`src/rtl/decimal_pkg.sv`:
```
// Shared decimal-conversion definitions: FSM states, the digit-count to
// binary-width mapping and the double-dabble adjust constant.
package decimal_pkg;

  typedef enum logic [1:0] {
    IDLE = 2'd0,
    RUN  = 2'd1,
    FIN  = 2'd2
  } state_t;

  localparam logic [3:0] ADJ = 4'd3;

  // Binary width needed to hold (10^ndig)-1.
  function automatic int bw_for(input int ndig);
    case (ndig)
      1:       return 4;
      2:       return 7;
      3:       return 10;
      4:       return 14;
      default: return 14;
    endcase
  endfunction

endpackage

```
`src/rtl/bcd_adj_nibble.sv`:
```
// One BCD digit correction cell for reverse double dabble:
// a nibble of 8 or more after the right shift has 3 subtracted.
module bcd_adj_nibble
  import decimal_pkg::*;
(
  input  logic [3:0] din,
  output logic [3:0] dout
);

  assign dout = (din >= 4'd8) ? (din - ADJ) : din;

endmodule

```
`src/rtl/bcd_to_bin_seq.sv`:
```
// Sequential packed-BCD to binary converter using reverse double dabble,
// one shift/adjust iteration per clock, BW iterations per conversion.
module bcd_to_bin_seq
  import decimal_pkg::*;
#(
  parameter  int NDIG = 3,
  localparam int BW   = bw_for(NDIG)
) (
  input  logic              CLOCK_50,
  input  logic              RST,
  input  logic              start,
  input  logic [4*NDIG-1:0] bcd_in,
  output logic              busy,
  output logic              done,
  output logic [BW-1:0]     bin_out,
  output logic              err
);

  localparam int DW = 4 * NDIG;
  localparam int CW = $clog2(BW + 1);
  localparam logic [CW-1:0] CNT_MAX = CW'(BW);

  state_t        state_reg, state_next;
  logic [DW-1:0] bcd_reg, bcd_next;
  logic [BW-1:0] bin_reg, bin_next;
  logic [CW-1:0] cnt_reg, cnt_next;
  logic [BW-1:0] bin_out_reg, bin_out_next;
  logic          err_reg, err_next;

  logic [DW+BW-1:0] shifted;
  logic [DW-1:0]    bcd_adj;
  logic [NDIG-1:0]  dig_ok;
  logic             in_valid;
  logic [CW-1:0]    cnt_inc;

  assign shifted = {bcd_reg, bin_reg} >> 1;

  generate
    for (genvar gi = 0; gi < NDIG; gi++) begin : g_dig
      bcd_adj_nibble u_adj (
        .din  (shifted[BW + 4*gi +: 4]),
        .dout (bcd_adj[4*gi +: 4])
      );
      assign dig_ok[gi] = (bcd_in[4*gi +: 4] <= 4'd9);
    end
  endgenerate

  assign in_valid = &dig_ok;
  // Saturating increment: the counter can never wrap past BW.
  assign cnt_inc  = (cnt_reg == CNT_MAX) ? cnt_reg : cnt_reg + 1'b1;

  always_ff @(posedge CLOCK_50) begin
    if (RST) begin
      state_reg   <= IDLE;
      bcd_reg     <= '0;
      bin_reg     <= '0;
      cnt_reg     <= '0;
      bin_out_reg <= '0;
      err_reg     <= 1'b0;
    end else begin
      state_reg   <= state_next;
      bcd_reg     <= bcd_next;
      bin_reg     <= bin_next;
      cnt_reg     <= cnt_next;
      bin_out_reg <= bin_out_next;
      err_reg     <= err_next;
    end
  end

  always_comb begin
    state_next   = state_reg;
    bcd_next     = bcd_reg;
    bin_next     = bin_reg;
    cnt_next     = cnt_reg;
    bin_out_next = bin_out_reg;
    err_next     = err_reg;
    case (state_reg)
      IDLE: begin
        if (start) begin
          bcd_next = bcd_in;
          bin_next = '0;
          cnt_next = '0;
          if (in_valid) begin
            state_next = RUN;
          end else begin
            // Bad digit: report immediately, keep the previous result.
            state_next = FIN;
            err_next   = 1'b1;
          end
        end
      end
      RUN: begin
        bcd_next = bcd_adj;
        bin_next = shifted[BW-1:0];
        cnt_next = cnt_inc;
        if (cnt_inc == CNT_MAX) begin
          state_next   = FIN;
          bin_out_next = shifted[BW-1:0];
          err_next     = 1'b0;
        end
      end
      FIN: begin
        state_next = IDLE;
      end
      default: begin
        state_next = IDLE;
      end
    endcase
  end

  assign busy    = (state_reg != IDLE);
  assign done    = (state_reg == FIN);
  assign bin_out = bin_out_reg;
  assign err     = err_reg;

endmodule

```
`config.mk`:
```
export PLATFORM = sky130hd
export DESIGN_NAME = bcd_to_bin_seq
export DESIGN_NICKNAME = d
export VERILOG_FILES = /design/src/rtl/decimal_pkg.sv /design/src/rtl/bcd_adj_nibble.sv /design/src/rtl/bcd_to_bin_seq.sv
export SDC_FILE = /design/constraint.sdc
export NUM_CORES = 1
export LEC_CHECK = 0
export ABC_CLOCK_PERIOD_IN_PS = 5520
export CORE_UTILIZATION = 35
export DETAILED_ROUTE_END_ITERATION = 6
export PLACE_DENSITY = 0.55
export SETUP_SLACK_MARGIN = 0.3
export SYNTH_ARGS = -nofsm -noshare
export SYNTH_HDL_FRONTEND = slang
export SYNTH_HIERARCHICAL = 1
export SYNTH_SLANG_ARGS = --single-unit
```
`constraint.sdc`:
```
create_clock -name CLOCK_50 -period 5.52 [get_ports CLOCK_50]
set_clock_uncertainty 0.15 [all_clocks]
set_input_delay 0.552 -clock CLOCK_50 [delete_from_list [all_inputs] [get_ports CLOCK_50]]
set_output_delay 0.552 -clock CLOCK_50 [all_outputs]
set_load 0.03 [all_outputs]
```
# Word-level counts from Yosys, hierarchy flattened
# Cells that the tools add are included.
dict set report word_totals {
  in_bits 15
  word_cells 49
  output_inout_bits 13
  regBits 39
}
dict set report classes {
  n_eq_ne 7
  add_sub_neg 4
  n_reduce_logical 8
  n_lt_le_gt_ge 6
  n_mux 18
}
# op n
set ops {}
lappend ops {{$pmux 12 s2} 1}
lappend ops {{$mux 4} 5}
lappend ops {{$pmux 10 s2} 1}
lappend ops {{$le 4x4->1 const B} 3}
lappend ops {{$mux 12} 1}
lappend ops {{$mux 10} 1}
lappend ops {{$eq 4x4->1 const B} 2}
lappend ops {{$ge 4x4->1 const B} 2}
lappend ops {{$pmux 4 s2} 1}
lappend ops {{$sub 4x2->4 const B} 2}
lappend ops {{$mux 2} 3}
lappend ops {{$ne 2x2->1 const B} 3}
lappend ops {{$reduce_and 2->1} 3}
lappend ops {{$add 4x1->4 const B} 1}
lappend ops {{$ge 3x4->1 const B} 1}
lappend ops {{$pmux 2 s2} 1}
lappend ops {{$reduce_and 4->1} 1}
lappend ops {{$reduce_bool 2->1} 2}
lappend ops {{$sub 3x2->4 const B} 1}
lappend ops {{$mux 1} 3}
lappend ops {{$reduce_and 3->1} 1}
lappend ops {{$eq 2x1->1 const B} 1}
lappend ops {{$eq 2x2->1 const B} 1}
lappend ops {{$logic_not 2->1} 1}
lappend ops {{$pmux 1 s2} 1}

# Depth between registers and ports, before layout
# Gate-level depths: netlist of run 1.
dict set report logic_depth {
  word_depth 5
  ltp_mapped 8
  depth_no_buf 6
}

# Hierarchy
# Netlist of run 1, hierarchy kept.
# mod cells_each instances seq_area_each_um2 area_per_inst_um2
set modules_own_cells {}
lappend modules_own_cells {bcd_to_bin_seq 198 1 760.7 1634.1}
lappend modules_own_cells {bcd_adj_nibble 11 3 0.0 76.3}

# Worst setup path before layout of run 1
# OpenSTA, ideal clock, no wires.
dict set report synth_path {
  kind {reg2reg}
  start {reg cnt_reg[0]}
  end {reg state_reg[1]}
  required_ns 5.304
  n_path_buf 1
  setup_time_ns 0.066
  arrival_time_ns 1.922
  path_stages_with_launch 8
  period_less_slack_ns 2.138
  setup_slack_ns 3.382
  path_cell_list {dfxtp_1 > clkbuf_1 > inv_1 > ha_1 > or4b_4 > o2111a_1 > nor4_2 > nor2b_1}
}
dict set report synth_between {
  elab_chain_len 5
  word_cells_on_any_way 6
  classes_between {add/sub: 1; eq/ne: 3; mux: 1; reduce/logical: 1}
}
# element line
set synth_lines {}
lappend synth_lines {{start, declared} bcd_to_bin_seq.sv:26} ;# logic [CW-1:0] cnt_reg, cnt_next;
lappend synth_lines {{start signal, assigned} bcd_to_bin_seq.sv:64} ;# cnt_reg <= cnt_next;
lappend synth_lines {{$add 4x1->4 or $eq 4x4->1 (tied branches)} bcd_to_bin_seq.sv:50} ;# assign cnt_inc = (cnt_reg == CNT_MAX) ? cnt_reg : cnt_reg + 1'b1;
lappend synth_lines {{$mux 4 (*)} bcd_to_bin_seq.sv:50}
lappend synth_lines {{$eq 4x4->1 (*)} bcd_to_bin_seq.sv:96} ;# if (cnt_inc == CNT_MAX) begin
lappend synth_lines {{$ne 2x2->1 (no line) (*)} --}
lappend synth_lines {{$reduce_and 2->1 (no line) (*)} --}
lappend synth_lines {{end signal, assigned} bcd_to_bin_seq.sv:61} ;# state_reg <= state_next;
lappend synth_lines {{end, declared} bcd_to_bin_seq.sv:23} ;# state_t state_reg, state_next;
# Mark *: on every way between the ends. The rest lies on a longest branch, timed or not.
# A chain may end at the register's enable or synchronous reset.

# Worst setup path after layout of run 1
dict set report layout_path {
  start {reg cnt_reg[0]}
  end {reg err_reg, in the netlist err}
}
dict set report layout_between {
  elab_chain_len 5
  word_cells_on_any_way 6
  classes_between {add/sub: 1; eq/ne: 3; mux: 1; reduce/logical: 1}
}
# element line
set layout_lines {}
lappend layout_lines {{$add 4x1->4 or $eq 4x4->1 (tied branches)} bcd_to_bin_seq.sv:50}
lappend layout_lines {{$mux 4 (*)} bcd_to_bin_seq.sv:50}
lappend layout_lines {{$eq 4x4->1 (*)} bcd_to_bin_seq.sv:96}
lappend layout_lines {{$ne 2x2->1 (no line) (*)} --}
lappend layout_lines {{$reduce_and 4->1 (no line) (*)} --}
lappend layout_lines {{end signal, assigned} bcd_to_bin_seq.sv:66} ;# err_reg <= err_next;
lappend layout_lines {{end, declared} bcd_to_bin_seq.sv:28} ;# logic err_reg, err_next;
# Marked as above.

==> results of run 1 <==
[synth_stat cells, types with 2 or more instances]
library cell,instances,area share
sky130_fd_sc_hd__a21oi_1,17,0.046
sky130_fd_sc_hd__a22oi_1,9,0.036
sky130_fd_sc_hd__a311oi_1,13,0.061
sky130_fd_sc_hd__buf_2,4,0.011
sky130_fd_sc_hd__clkbuf_1,11,0.022
sky130_fd_sc_hd__dfxtp_1,38,0.41
sky130_fd_sc_hd__ha_1,8,0.054
sky130_fd_sc_hd__inv_1,7,0.014
sky130_fd_sc_hd__nand2_1,30,0.060
sky130_fd_sc_hd__nand2b_1,4,0.013
sky130_fd_sc_hd__nand3_1,11,0.030
sky130_fd_sc_hd__nor2_1,28,0.056
sky130_fd_sc_hd__nor2b_1,6,0.020
sky130_fd_sc_hd__o21a_1,2,0.0081
sky130_fd_sc_hd__o21ai_0,18,0.048
sky130_fd_sc_hd__or2_2,2,0.0067
sky130_fd_sc_hd__xnor2_1,4,0.019
sky130_fd_sc_hd__xor2_1,3,0.014
[stage by stage]
step,cell area [µm²],util
6_report,2311,0.4525
5_1_grt,2311,0.4525
4_1_cts,2311,0.4525
3_5_place_dp,2197,0.4302
3_3_place_gp,2197,0.4302
2_1_floorplan,1878,-
[per-layer routing]
metal / vias up / wire [µm] / track usage
met3: 5 / 134 / 0.04418
met1: 766 / 2123 / 0.2312
met2: 26 / 1828 / 0.2462
met5: - / 0 / 0
met4: 0 / 55 / 0.05451
li1: 858 / - / -
[area by class of cell]
class | count | area share
multi-input cells | 175 | 0.4456
flip-flops and latches | 38 | 0.3292
repair buffers | 30 | 0.1267
well taps | 70 | 0.03790
clock buffers | 5 | 0.02978
clock inverters | 3 | 0.01949
inverters | 7 | 0.01137
[cell families after synthesis]
kind of cell	after synthesis
fa+ha+maj	8
compound gates	65
buf+inv	22
flops	38
other cells	1
xor+xnor	7
simple gates	90
[worst max path at each step]
| stage | end | slack (ps) | depth (start not counted) |
|---|---|---|---|
| 6_report | err | 3220 | 6 |
| 5_1_grt | bin_out[9] | 3010 | 6 |
| 4_1_cts | err | 3220 | 6 |
| 3_5_place_dp | err | 3230 | 6 |
| 3_3_place_gp | err | 3240 | 6 |
| 2_1_floorplan | state_reg[1] | 3380 | 7 |
[report_power, final]
part	total (mW)	internal (mW)	switching [mW]
clock	0.241	0.134	0.106
combinational	0.311	0.125	0.186
sequential	0.368	0.315	0.0534
[placed cells by master, fill, tap and decap left out, drive strengths merged, types with 2 or more instances in the layout]
cell type and instances:
nand2 30, or2 2, dfxtp 38, a21oi 17, buf 3, nor2 28, clkbuf 5, clkdlybuf4s50 27
a311oi 13, xnor2 4, conb 5, clkinvlp 2, ha 8, o21a 2, inv 7, nor2b 6
xor2 3, nand2b 4, a22oi 9, nand3 11, o21ai 19
==> results_tabular.tex, run 1 <==
\begin{tabular}{lr}
\hline
Metric & Value \\
\hline
\multicolumn{2}{l}{\textbf{Worst hold path}} \\
\quad Worst Hold Depth & 1 \\
\quad Type of the tightest min-delay check & reg2reg \\
\quad Capture endpoint of the worst hold path & err \\
\quad Worst hold start & err \\
\multicolumn{2}{l}{\textbf{Detailed routing}} \\
\quad DR vias/cell & about 5.0 \\
\quad Vias & 1,655 \\
\quad Detail-routed net length per standard cell & about 13 µm \\
\quad Post-route DRC violation count & 0 \\
\quad Number of DRC markers in iteration 0 & 140 \\
\quad DRT Pass-1 Iters & 4 \\
\quad Total wirelength of the detailed-routed design & $\sim$4.1 mm \\
\quad Number of routed nets with antenna violations & 0 \\
\multicolumn{2}{l}{\textbf{GRT}} \\
\quad Initial antenna violation count & 0 \\
\quad Via count of the first global-routing pass & 1,475 \\
\quad First-pass GRT wire length & around 7 mm \\
\quad Remaining Overflow, GRT & 0 \\
\quad Largest net degree at the start of global routing & 39 \\
\quad Global-route usage over all layers & 0.1652 \\
\multicolumn{2}{l}{\textbf{Setup path}} \\
\quad Maximum fanout encountered on the critical timing path & 11 \\
\quad Crit path launch type & register \\
\quad Reg-to-reg setup timing slack & around 3200 ps \\
\quad CP Data Arrival Time & 2340 ps \\
\quad Startpoint of the most critical setup path & cnt\_reg[0] \\
\quad Worst endpoint required time & 5570 ps \\
\quad Critical-path cell list & inv\_1, ha\_1, or4b\_4, o211ai\_1, a21oi\_1, o21a\_1 \\
\quad Worst r2r dst & err \\
\quad Worst Reg-to-Reg Cells & 6 \\
\quad Number of buffers and inverters on the critical path & 1 \\
\quad Biggest cell delay along the critical path & 530 ps \\
\quad Kind of capture point of the worst setup path & register \\
\quad Critical setup path kind & reg2reg \\
\quad Family of cells with the greatest summed delay on the critical path & compound AO/OA/AOI/OAI gates \\
\quad Library cell contributing the largest single delay on the critical path & sky130\_fd\_sc\_hd\_\_or4b\_4 \\
\quad Origin of the critical flop-to-flop path & cnt\_reg[0] \\
\multicolumn{2}{l}{\textbf{Timing}} \\
\quad Sum Neg Setup Slack & 0 ps \\
\quad Min Clock Period, post-route & approximately 2300 ps \\
\quad Slew of the pin with the lowest slew margin & between 800 and 900 ps \\
\quad Max-slew headroom & 0.4366 \\
\quad Final setup fails & 0 \\
\quad Upper clock frequency limit & between 400 and 500 MHz \\
\quad Fin worst setup slack & $\sim$3200 ps \\
\quad RSZ-0062 raised after global routing & no \\
\quad Share of the cycle needed by the critical path after routing & 0.4162 \\
\quad Count of final hold-check violations & 0 \\
\quad Number of max-slew violations in the final report & 0 \\
\quad Worst hold slack across all endpoints & around 320 ps \\
\multicolumn{2}{l}{\textbf{Logic synthesis}} \\
\quad Top FF cell, synth & sky130\_fd\_sc\_hd\_\_dfxtp\_1 \\
\quad Simple-gate share of the synthesized area & 0.2304 \\
\quad Seq/Total Area, Yosys & 0.4083 \\
\quad Post-synth design cell area & around 0.0019 mm² \\
\quad FFs w/ async S/R, synth & 0 \\
\quad Main combinational cell family by area after synthesis & simple AND/OR/NAND/NOR gates \\
\quad Count of synthesis-stage warnings from yosys & 6 \\
\quad Number of enable-type register cells in the synthesized netlist & 0 \\
\quad Seq cells post-synth & 38 \\
\quad Xor/xnor share of the synthesized area & 0.03291 \\
\quad Gate count after technology mapping & around 230 \\
\quad Fraction of the mapped netlist area in compound gates & 0.2257 \\
\quad Mux cell area share after synthesis & 0 \\
\quad Post-synthesis adder-cell area fraction & 0.05373 \\
\quad Mean post-synth cell area & 8.065 µm² \\
\quad Post-synthesis cell type count & 34 \\
\multicolumn{2}{l}{\textbf{Status}} \\
\quad Run status & finished clean \\
\multicolumn{2}{l}{\textbf{Cells and area}} \\
\quad Area used by multi-input combinational logic & around 0.001 mm² \\
\quad Layout cells sized above 1 & 0.06202 \\
\quad Number of flip-flops under the largest register name & 12 \\
\quad Final net count & 280 \\
\quad Area overhead of the layout relative to synthesis & 24.04\% \\
\quad Non-filler cells, final & around 330 \\
\quad Sequential cell area & $\sim$760 µm² \\
\quad Count of inserted antenna diode cells & 0 \\
\quad Filler instances & slightly above 500 \\
\multicolumn{2}{l}{\textbf{Floorplan}} \\
\quad Height of the chip & between 70 and 80 µm \\
\quad Die ar. & 0.005619 mm² \\
\quad Placeable core region & slightly above 0.005 mm² \\
\quad Die width & between 70 and 80 µm \\
\quad Standard-cell row count & 26 \\
\quad Boundary pin count & 28 \\
\quad Initial Utilization & 0.3648 \\
\multicolumn{2}{l}{\textbf{Clock network}} \\
\quad Clock Path Buffers & 2 \\
\quad Worst skew pair latency & approximately 300 ps \\
\quad CTS buffer count & 5 \\
\quad H-tree Lvls & 2 \\
\quad TritonCTS clock tree & built \\
\quad Total of cells resized after clock tree synthesis & 0 \\
\quad Post-CTS setup buffers & 0 \\
\quad CTS Root Cell & sky130\_fd\_sc\_hd\_\_clkbuf\_8 \\
\quad Clock net sink count & 38 \\
\quad Cts hold-fix bufs & 0 \\
\quad Reg clk slew, reported paths & 80 ps \\
\multicolumn{2}{l}{\textbf{Placement}} \\
\quad Number of port buffers & 27 \\
\quad Placed instance count & 320 \\
\quad Routability-driven placement congestion ratio & slightly above 0.8 \\
\quad Setup slack after placement & about 3200 ps \\
\quad Sum of net half-perimeters after detailed placement & roughly 2.7 mm \\
\multicolumn{2}{l}{\textbf{Power and ir drop}} \\
\quad P\_leak & roughly 0.84 nW \\
\quad Worst supply voltage drop on vdd & about 0.00014 V \\
\quad Total power density per cell area & $\sim$400 mW/mm² \\
\quad Total power draw & a little over 0.9 mW \\
\multicolumn{2}{l}{\textbf{Flow run}} \\
\quad Max Cap Violations & 0 \\
\hline
\end{tabular}
Note: power is estimated with default switching activity, not from simulation.
==> run 2, diff against run 1 <==
--- a/config.mk
+++ b/config.mk
@@ -5,10 +5,10 @@
 export SDC_FILE = /design/constraint.sdc
 export NUM_CORES = 1
 export LEC_CHECK = 0
-export ABC_CLOCK_PERIOD_IN_PS = 5520
+export ABC_CLOCK_PERIOD_IN_PS = 2100
 export CORE_UTILIZATION = 35
 export DETAILED_ROUTE_END_ITERATION = 6
-export PLACE_DENSITY = 0.55
+export PLACE_DENSITY = 0.57
 export SETUP_SLACK_MARGIN = 0.3
 export SYNTH_ARGS = -nofsm -noshare
 export SYNTH_HDL_FRONTEND = slang
==> constraint.sdc (replaced) <==
create_clock -name CLOCK_50 -period 2.1 [get_ports CLOCK_50]
set_clock_uncertainty 0.15 [all_clocks]
set_input_delay 0.21 -clock CLOCK_50 [delete_from_list [all_inputs] [get_ports CLOCK_50]]
set_output_delay 0.21 -clock CLOCK_50 [all_outputs]
set_load 0.03 [all_outputs]
==> run 2 against run 1 <==
Effect of this change:
- critical path depth increased by 1
- fmax grew 23%
- design area rose by 8.9%
- register-to-register slack worse by 3000 ps
- sequential share of layout area decreased by 2.4 points
- clock-buffer cell count is 1 higher
- die area unchanged
- critical path type unchanged
- largest power group unchanged
==> results_tabular.tex, run 2 (same netlist as run 1, synthesis figures left out) <==
\begin{tabular}{lr}
\hline
Metric & Value \\
\hline
\multicolumn{2}{l}{\textbf{Timing}} \\
\quad Min Clock Period, post-route & 1862 ps (-435.5 ps) \\
\quad Number of max-slew violations in the final report & 0 (unchanged) \\
\quad Sum Neg Setup Slack & 0 ps (unchanged) \\
\quad Worst hold slack across all endpoints & 326.1 ps (+8.186 ps) \\
\quad Upper clock frequency limit & 537.0 MHz (+23\%) \\
\quad Count of final hold-check violations & 0 (unchanged) \\
\quad RSZ-0062 raised after global routing & yes \\
\quad Share of the cycle needed by the critical path after routing & 0.8868 (+0.4705) \\
\quad Fin worst setup slack & 237.8 ps (-2985 ps) \\
\quad Final setup fails & 0 (unchanged) \\
\multicolumn{2}{l}{\textbf{Detailed routing}} \\
\quad Number of routed nets with antenna violations & 0 (unchanged) \\
\quad Post-route DRC violation count & 0 (unchanged) \\
\quad DRT Pass-1 Iters & 4 (unchanged) \\
\quad Number of DRC markers in iteration 0 & 76 (-46\%) \\
\quad Vias & 1,676 (+1.3\%) \\
\quad DR vias/cell & 4.959 (-1.7\%) \\
\quad Detail-routed net length per standard cell & 12.80 µm (+1.4\%) \\
\quad Total wirelength of the detailed-routed design & 4.328 mm (+4.5\%) \\
\multicolumn{2}{l}{\textbf{Floorplan}} \\
\quad Die ar. & 0.005619 mm² (unchanged) \\
\quad Height of the chip & 74.96 µm (unchanged) \\
\quad Boundary pin count & 28 (unchanged) \\
\quad Placeable core region & 0.005107 mm² (unchanged) \\
\quad Die width & 74.96 µm (unchanged) \\
\quad Initial Utilization & 0.3648 (unchanged) \\
\quad Standard-cell row count & 26 (unchanged) \\
\multicolumn{2}{l}{\textbf{Worst hold path}} \\
\quad Worst hold start & bin\_out[0] \\
\quad Type of the tightest min-delay check & reg2reg \\
\quad Capture endpoint of the worst hold path & bin\_out[0] \\
\quad Worst Hold Depth & 2 (+1) \\
\multicolumn{2}{l}{\textbf{Cells and area}} \\
\quad Number of flip-flops under the largest register name & 12 (unchanged) \\
\quad Final net count & 290 (+3.6\%) \\
\quad Top library cells by usage in the layout, fill and taps aside & sky130\_fd\_sc\_hd\_\_dfxtp\_1 (36), sky130\_fd\_sc\_hd\_\_nand2\_1 (30), sky130\_fd\_sc\_hd\_\_nor2\_1 (28) \\
\quad Area overhead of the layout relative to synthesis & 35.06\% \\
\quad Most common cell after layout, fill and taps aside & sky130\_fd\_sc\_hd\_\_dfxtp\_1 \\
\quad Layout cells sized above 1 & 0.1642 (+0.1022) \\
\quad Count of inserted antenna diode cells & 0 (unchanged) \\
\multicolumn{2}{l}{\textbf{Setup path}} \\
\quad Kind of capture point of the worst setup path & register \\
\quad Origin of the critical flop-to-flop path & cnt\_reg[0] \\
\quad Worst endpoint required time & 2150 ps (-3420 ps) \\
\quad Worst r2r dst & err \\
\quad Reg-to-reg setup timing slack & 240 ps (-2980 ps) \\
\quad Critical setup path kind & reg2reg \\
\quad Worst Reg-to-Reg Cells & 7 (+1) \\
\quad Maximum fanout encountered on the critical timing path & 6 (-5) \\
\quad Startpoint of the most critical setup path & cnt\_reg[0] \\
\quad Crit path launch type & register \\
\quad CP Data Arrival Time & 1910 ps (-430 ps) \\
\multicolumn{2}{l}{\textbf{GRT}} \\
\quad Remaining Overflow, GRT & 0 (unchanged) \\
\quad First-pass GRT wire length & 7.189 mm (+3.1\%) \\
\quad Global-route usage over all layers & 0.1696 (+0.004421) \\
\quad Via count of the first global-routing pass & 1,533 (+3.9\%) \\
\quad Largest net degree at the start of global routing & 39 (unchanged) \\
\quad Initial antenna violation count & 0 (unchanged) \\
\multicolumn{2}{l}{\textbf{Placement}} \\
\quad Sum of net half-perimeters after detailed placement & 2.831 mm (+4.6\%) \\
\quad Number of port buffers & 27 (unchanged) \\
\quad Routability-driven placement congestion ratio & 0.7629 (-7.9\%) \\
\quad Setup slack after placement & 196.6 ps (-3032 ps) \\
\multicolumn{2}{l}{\textbf{Clock network}} \\
\quad CTS buffer count & 5 (unchanged) \\
\quad Cts hold-fix bufs & 0 (unchanged) \\
\quad Clock Path Buffers & 2 (unchanged) \\
\quad TritonCTS clock tree & built \\
\quad CTS Root Cell & sky130\_fd\_sc\_hd\_\_clkbuf\_8 \\
\quad Clock net sink count & 38 (unchanged) \\
\quad Worst skew pair latency & 290 ps (about the same) \\
\quad H-tree Lvls & 2 (unchanged) \\
\quad Reg clk slew, reported paths & 80 ps (about the same) \\
\multicolumn{2}{l}{\textbf{Power and ir drop}} \\
\quad Switching fraction of total power & 0.3528 (-0.02276) \\
\quad Internal portion of total power & 1.742 mW (+200\%) \\
\quad Power share of the sequential group & 0.359 (-0.041) \\
\quad Net switching component of the power & 0.9497 mW (+170\%) \\
\quad Share of power burned in combinational logic & 0.350 (+0.012) \\
\quad Total power density per cell area & 1070 mW/mm² (+170\%) \\
\quad P\_leak & 0.9172 nW (+9.5\%) \\
\quad Worst supply voltage drop on vdd & 0.0003535 V (+140\%) \\
\quad Clock network fraction of design power & 0.290 (+0.029) \\
\multicolumn{2}{l}{\textbf{Status}} \\
\quad Run status & finished clean \\
\multicolumn{2}{l}{\textbf{Flow run}} \\
\quad Max Cap Violations & 0 (unchanged) \\
\hline
\end{tabular}
## run 2: changes by cell type in the layout (fill, tap and decap cells not counted), sizes merged
cell and delta:
buf +10, clkdlybuf4s50 -2, clkinvlp -2, dlygate4sd2 +2, bufinv +1, clkbuf +1
## run 2: through the flow
step	total power, mW	instances	area, µm²	utilization
finish	2.692	338	2516	0.4927
detailed placement	1.882	327	2278	0.4461
CTS	2.674	337	2464	0.4824
global route	2.871	338	2516	0.4927
floorplan	1.614	235	1921	-
global placement	1.872	327	2278	0.4461
## run 2: critical path, cell delays in order (launching register included)
cell and delay [ps]:
sky130_fd_sc_hd__dfxtp_4 390, sky130_fd_sc_hd__inv_4 40, sky130_fd_sc_hd__ha_4 150, sky130_fd_sc_hd__or4b_4 500, sky130_fd_sc_hd__o211ai_1 150, sky130_fd_sc_hd__buf_4 200
sky130_fd_sc_hd__a21oi_1 70, sky130_fd_sc_hd__o21a_1 120
## run 2: worst max-delay path by stage
stage / endpoint / slack (ps) / cells after the start
after floorplan: bin_out[4] / 270 / 8
final: err / 240 / 7
after global routing: bin_out[2] / 150 / 7
after global placement: state_reg[1] / 220 / 5
after CTS: bin_out[2] / 250 / 7
after detailed placement: err / 200 / 6
## run 2: repair_timing
| action | in CTS | in global routing |
|---|---|---|
| gates cloned | 1 | 0 |
| setup endpoints to repair | 15 | 13 |
| gates resized for setup | 11 | 10 |
| pin swaps | 5 | 5 |
| setup buffers | 1 | 1 |
## run 2: area by class of cell
class	instances	area, µm²
multi-input combinational	175	1124
fill	519	2591
clock buffer	6	82.58
timing repair buffer	40	365.4
inverter	7	28.78
clock inverter	2	60.06
sequential	38	768.2
tap	70	87.58
## run 2: power groups by stage
stage | clock (mW) | combinational [mW] | sequential (mW)
3_5_place_dp | 0 | 0.901 | 0.980
4_1_cts | 0.794 | 0.912 | 0.968
5_1_grt | 0.821 | 1.06 | 0.989
6_report | 0.781 | 0.943 | 0.967
2_1_floorplan | 0 | 0.659 | 0.955
3_3_place_gp | 0 | 0.893 | 0.979
## run 2: layer usage
layer  track usage  share of wire  vias up
li1              -              -      875
met1        0.2275           0.52      774
met2        0.2653           0.44       21
met3       0.04150          0.030        6
met4       0.06080          0.015        0
met5             0              0        -
